===== config.mk =====
export PLATFORM = sky130hd
export DESIGN_NAME = ftdi_fifo_writer
export DESIGN_NICKNAME = d
export VERILOG_FILES = /design/src/rtl/ftdi_fifo_writer.sv
export SDC_FILE = /design/constraint.sdc
export NUM_CORES = 1
export LEC_CHECK = 0
export ABC_AREA = 1
export BUFFER_PORTS_ARGS = -buffer_cell sky130_fd_sc_hd__buf_2
export CAP_MARGIN = 30
export CORE_AREA = 3 3 137 139
export CTS_BUF_LIST = sky130_fd_sc_hd__clkbuf_16
export DETAILED_ROUTE_END_ITERATION = 6
export DIE_AREA = 0 0 140 142
export PLACE_DENSITY_LB_ADDON = 0.2
export SYNTH_ARGS = -nofsm -noshare
export SYNTH_HDL_FRONTEND = slang
export SYNTH_SLANG_ARGS = --single-unit

===== constraint.sdc =====
create_clock -name clock -period 3 [get_ports clock]
set_input_delay 0.6 -clock clock [delete_from_list [all_inputs] [get_ports clock]]
set_output_delay 0.6 -clock clock [all_outputs]
set_load 0.01 [all_outputs]

===== src/rtl/ftdi_fifo_writer.sv =====
// FT232H async-245 transmit path: byte buffer plus WR# strobe sequencer sharing ADBUS with the read path.
// Define FTDI_SIWU_EN to add the Send-Immediate flush pulse on SIWU#; otherwise siwu_n is tied high.
module ftdi_fifo_writer #(
    parameter int unsigned DEPTH       = 16,
    parameter int unsigned SETUP_CYC   = 1,
    parameter int unsigned WR_LOW_CYC  = 3,
    parameter int unsigned HOLD_CYC    = 1,
    parameter int unsigned RECOVER_CYC = 4
) (
    input  logic                     clock,
    input  logic                     reset,
    input  logic                     en,
    input  logic [7:0]               wr_data,
    input  logic                     wr_valid,
    output logic                     wr_ready,
    input  logic                     txe_n,
    input  logic                     bus_grant,
    output logic                     bus_busy,
    output logic                     ftdi_wr,
    output logic [7:0]               adbus_out,
    output logic                     adbus_tri,
    output logic [$clog2(DEPTH):0]   fifo_count,
    output logic                     siwu_n
);

    localparam int unsigned PW    = $clog2(DEPTH);
    localparam int unsigned CW    = PW + 1;
    localparam int unsigned MAX_A = (SETUP_CYC > WR_LOW_CYC) ? SETUP_CYC : WR_LOW_CYC;
    localparam int unsigned MAX_B = (HOLD_CYC > RECOVER_CYC) ? HOLD_CYC : RECOVER_CYC;
    localparam int unsigned TMAX  = (MAX_A > MAX_B) ? MAX_A : MAX_B;
    localparam int unsigned TW    = $clog2(TMAX + 1);

    typedef enum logic [2:0] {IDLE, SETUP, STROBE, HOLD, RECOVER} state_t;

    state_t        state_q, state_d;
    logic [TW-1:0] tmr_q, tmr_d;
    logic          txe_meta, txe_s;
    logic [7:0]    mem [DEPTH];
    logic [PW-1:0] wr_ptr, rd_ptr;
    logic [CW-1:0] count_d;
    logic          push, pop, drive_d;

    // TXE# is asynchronous to clock; every decision uses the synchronized copy.
    always_ff @(posedge clock or posedge reset) begin
        if (reset) begin
            txe_meta <= 1'b1;
            txe_s    <= 1'b1;
        end else begin
            txe_meta <= txe_n;
            txe_s    <= txe_meta;
        end
    end

    assign push = wr_valid && wr_ready;

    always_comb begin
        count_d = fifo_count;
        case ({push, pop})
            2'b10:   count_d = fifo_count + CW'(1);
            2'b01:   count_d = fifo_count - CW'(1);
            default: count_d = fifo_count;
        endcase
    end

    always_ff @(posedge clock) begin
        if (push) mem[wr_ptr] <= wr_data;
    end

    always_ff @(posedge clock or posedge reset) begin
        if (reset) begin
            wr_ptr     <= '0;
            rd_ptr     <= '0;
            fifo_count <= '0;
            wr_ready   <= 1'b1;
        end else begin
            if (push) wr_ptr <= wr_ptr + PW'(1);
            if (pop)  rd_ptr <= rd_ptr + PW'(1);
            fifo_count <= count_d;
            wr_ready   <= (count_d < CW'(DEPTH));
        end
    end

    always_ff @(posedge clock or posedge reset) begin
        if (reset) begin
            state_q <= IDLE;
            tmr_q   <= '0;
        end else begin
            state_q <= state_d;
            tmr_q   <= tmr_d;
        end
    end

    // Each timed state reloads its counter on entry and leaves when it reaches zero.
    always_comb begin
        state_d = state_q;
        tmr_d   = tmr_q;
        pop     = 1'b0;
        case (state_q)
            IDLE: begin
                if (en && (fifo_count != '0) && !txe_s && bus_grant) begin
                    state_d = SETUP;
                    tmr_d   = TW'(SETUP_CYC - 1);
                end
            end
            SETUP: begin
                if (txe_s || !bus_grant) begin
                    state_d = IDLE;
                end else if (tmr_q == '0) begin
                    state_d = STROBE;
                    tmr_d   = TW'(WR_LOW_CYC - 1);
                end else begin
                    tmr_d = tmr_q - TW'(1);
                end
            end
            STROBE: begin
                if (tmr_q == '0) begin
                    state_d = HOLD;
                    tmr_d   = TW'(HOLD_CYC - 1);
                end else begin
                    tmr_d = tmr_q - TW'(1);
                end
            end
            HOLD: begin
                if (tmr_q == '0) begin
                    state_d = RECOVER;
                    tmr_d   = TW'(RECOVER_CYC - 1);
                    pop     = 1'b1;
                end else begin
                    tmr_d = tmr_q - TW'(1);
                end
            end
            RECOVER: begin
                if (tmr_q == '0) begin
                    state_d = IDLE;
                end else begin
                    tmr_d = tmr_q - TW'(1);
                end
            end
            default: state_d = IDLE;
        endcase
        drive_d = (state_d == SETUP) || (state_d == STROBE) || (state_d == HOLD);
    end

    // Pad controls track the next state so they line up with it after the edge.
    always_ff @(posedge clock or posedge reset) begin
        if (reset) begin
            ftdi_wr   <= 1'b1;
            adbus_tri <= 1'b0;
            bus_busy  <= 1'b0;
            adbus_out <= '0;
        end else begin
            ftdi_wr   <= (state_d != STROBE);
            adbus_tri <= drive_d;
            bus_busy  <= drive_d;
            if ((state_q == IDLE) && (state_d == SETUP)) adbus_out <= mem[rd_ptr];
        end
    end

`ifdef FTDI_SIWU_EN
    localparam int unsigned FLUSH_IDLE = 64;

    logic [6:0]    idle_q;
    logic          pending_q;
    logic [TW-1:0] siwu_tmr_q, siwu_tmr_d;
    logic          idle_ok, fire;

    // Flush once the buffer has sat empty in IDLE long enough after at least one byte went out.
    always_comb begin
        idle_ok    = (state_q == IDLE) && (fifo_count == '0) && !push;
        fire       = idle_ok && pending_q && (idle_q == 7'(FLUSH_IDLE - 1)) && (siwu_tmr_q == '0);
        siwu_tmr_d = siwu_tmr_q;
        if (fire) begin
            siwu_tmr_d = TW'(WR_LOW_CYC);
        end else if (siwu_tmr_q != '0) begin
            siwu_tmr_d = siwu_tmr_q - TW'(1);
        end
    end

    always_ff @(posedge clock or posedge reset) begin
        if (reset) begin
            idle_q     <= '0;
            pending_q  <= 1'b0;
            siwu_tmr_q <= '0;
            siwu_n     <= 1'b1;
        end else begin
            siwu_tmr_q <= siwu_tmr_d;
            siwu_n     <= !((siwu_tmr_d != '0) && !drive_d);
            if (!idle_ok) begin
                idle_q <= '0;
            end else if (idle_q != 7'(FLUSH_IDLE - 1)) begin
                idle_q <= idle_q + 7'd1;
            end
            if (pop) begin
                pending_q <= 1'b1;
            end else if (fire) begin
                pending_q <= 1'b0;
            end
        end
    end
`else
    assign siwu_n = 1'b1;
`endif

endmodule

==> results.sh <==
export IMPL_grt_pass1_vias=4636
export IMPL_vias_per_cell=4.984
export IMPL_synth_most_common_cell="nand2_1"
export IMPL_die_h_um=142
export IMPL_setup_violations=0
export IMPL_root_buffer="clkbuf_16"
export IMPL_cp_start_kind="flip-flop"
export IMPL_slew_violations=0
export IMPL_grt_max_degree=73
export IMPL_grt_pass1_wl_um=25100
export IMPL_max_cap_violations=0
export IMPL_crit_arrival_ps=2870
export IMPL_clockBufferDepth=2
export IMPL_tightest_slew_ps=938.0
export IMPL_ctsResizeCount=0
export IMPL_critPathMaxStageDelay_ps=390
export IMPL_layout_nets=740
export IMPL_dp_cells=924
export IMPL_wire_per_inst_um=16.66
export IMPL_synth_seq_cells=160
export IMPL_core_area_sq_um=17780
export IMPL_hold_buffers=0
export IMPL_globalRouteOverflowTotal=0
export IMPL_synth_area_sq_um=7063
export IMPL_drt_first_pass_iters=5
export IMPL_synth_area_leader_cell="edfxtp_1"
export IMPL_antenna_found_initial=0
export IMPL_ys_types=30
export IMPL_htreeDepth=4
export IMPL_cts_tree="yes"
export IMPL_rsz0062_at_grt="false"
export IMPL_leakage_uw=0.003430
export IMPL_synth_area_leaders="edfxtp_1 54%, nand2_1 11%, dfrtp_1 9.9%"
export IMPL_start_util_pct=39.73
export IMPL_finalWirelength_um=15930
export IMPL_hold_viol_final=0
export IMPL_crit_path_frequent_cell="inv_1"
export IMPL_cp_required_ps=3310
export IMPL_crit_path_cell_trace="inv_1 -> ha_1 -> nand2_2 -> nor2_4 -> ha_1 -> inv_1 -> fa_1 -> inv_1 -> nand3_1 -> nand2_1 -> xor2_1 -> nand2_1 -> o21ai_0 -> inv_1"
export IMPL_peakVddDrop_mv=0.4213
export IMPL_syn_num_nets=711
export IMPL_drive_gt1_share_pct=11.55
export IMPL_drtAntennaViolNets=0
export IMPL_dp_hpwl_um=10660
export IMPL_areaGrowthSynthToFinish_pct=13.53
export IMPL_synth_edff_count=128
export IMPL_numCtsBuffers=17
export IMPL_final_cell_count_no_fill=956
export IMPL_drc=0
export IMPL_status="completed"
export IMPL_synth_flop_cell="edfxtp_1"
export IMPL_cts_setup_buffers=0
export IMPL_max_slew_margin_pct=37.40
export IMPL_hold_slack_ps=243.7
export IMPL_syn_inst=685
export IMPL_io_pins=32
export IMPL_die_area_sq_um=19880
export IMPL_synthArstFlopShare_pct=20.00
export IMPL_syn_avg_cell_area_sq_um=10.31
export IMPL_fin_util_pct=45.10
export IMPL_pre_cts_ws_ps=447.0
export IMPL_num_antenna_cells=0
export IMPL_num_vias=4765
export IMPL_io_buffers=30
export IMPL_hold_path_class="in -> async"
export IMPL_dieWidth_um=140
export IMPL_synth_top_cell_area_share_pct=54.42
export IMPL_max_freq_mhz=390.9
export IMPL_min_period_ps=2558
export IMPL_critPathSlowestCell="dfrtp_1"
export IMPL_powerDensity_nw_per_um2=905.7
export IMPL_cts_reportedPaths_clkPinSlew_ps=60
export IMPL_min_period_over_period_pct=85.27
export IMPL_cts_sink_count=160
export IMPL_worst_path_max_fanout=10
export IMPL_ys_warn_count=0
export IMPL_critical_path_class="reg -> reg"
export IMPL_clkLatencyLatePin_ps=430
export IMPL_ys_top_cells_by_count="213 x nand2_1, 128 x edfxtp_1, 87 x nand3_1"
export IMPL_rows=49
export IMPL_grt_total_usage_pct=16.63
export IMPL_place_congestion=0.8262
export IMPL_fin_ws_ps=441.8
export IMPL_drt_iter0_markers=334
export IMPL_crit_path_end_kind="flip-flop"
export IMPL_ys_seq_area_share_pct=65.83
export IMPL_fin_worst_skew_ps=11.19
export IMPL_fin_setup_tns_ps=0
-- per-layer routing --
metal | part of all wire (%) | track usage [%] | wire, um | vias to the layer above
li1 | - | - | - | 2304
met1 | 46 | 22.15 | 7317 | 2308
met2 | 48 | 27.02 | 7643 | 125
met3 | 3.8 | 3.495 | 604 | 28
met4 | 2.3 | 6.425 | 364 | 0
met5 | 0 | 0 | 0 | -
-- worst max-delay path: cells and delay by family (launching register included) --
family,cells,cell delay (ps)
adder cells (fa/ha/maj),3,840
buffers and inverters,4,330
AND/OR/NAND/NOR,5,620
AO/OA/AOI/OAI,1,110
flip-flops,1,390
XOR/XNOR,1,150
-- final timing paths --
path | slack (ps) | from | cells past startpoint | end
max | 440 | tmr_q[0] | 14 | fifo_count[4]
min | 240 | reset | 3 | tmr_q[2]
min in group clock | 270 | txe_n | 1 | txe_meta
max in group asynchronous | 2420 | reset | 3 | txe_meta
min reg2reg | 360 | txe_meta | 0 | txe_s
max reg2reg | 440 | tmr_q[0] | 14 | fifo_count[4]
-- metrics by stage --
stage / area [sq um] / total power [uW]
6_report: 8019 / 7263
5_1_grt: 8019 / 7700
4_1_cts: 8019 / 7303
3_5_place_dp: 7398 / 5029
3_3_place_gp: 7398 / 4980
2_1_floorplan: 7063 / 4381
-- flip-flops by register name, indices dropped and copies added (netlist names) --
register,flops
txe_s,1
adbus_tri,1
adbus_out,8
wr_ptr,4
wr_ready,1
rd_ptr,4
tmr_q,3
fifo_count,5
txe_meta,1
ftdi_wr,1
mem,128
state_q,3
-- cell type report --
cell class                      instances  area [sq um]
Clock buffer                           17         425.4
Inverter                               91         341.6
Multi-Input combinational cell        409          1919
Clock inverter                         15         195.2
Timing Repair Buffer                   35         200.2
Tap cell                              229         286.5
Fill cell                            1659          9761
Sequential cell                       160          4651
-- cell usage in the layout (no fill, tap or decap), drive strengths merged --
master,count
nand2,215
buf,35
dfrtp,28
dfstp,4
o211ai,5
bufinv,3
clkinv,6
nor3,1
xor2,8
nand3b,3
inv,97
o22ai,1
o21ai,15
conb,1
nand4,7
nand3,87
o22a,1
nor2,45
edfxtp,128
o31ai,1
clkbuf,17
xnor2,2
fa,1
ha,11
a21oi,5
-- power breakdown --
group / total (uW) / switching (uW) / internal, uW / leakage (uW)
combinational: 2200 / 1530 / 666 / 0.00158
sequential: 2810 / 161 / 2640 / 0.00154
clock: 2260 / 920 / 1340 / 0.000309
-- kinds of logic (layout without fill, tap and decap cells) --
family                     count (synthesis)  in the layout  share of synthesized area (%)
and+or+nand+nor                          358            358                          21.38
adders and majority gates                 12             12                          2.232
other                                      1              1                        0.05309
DFF                                      160            160                          65.83
buffers and inverters                    116            158                          6.997
xor gates and xnor gates                  10             10                          1.240
AOI/OAI and AO/OA                         28             28                          2.268
Note: power is estimated with default switching activity, not from simulation.
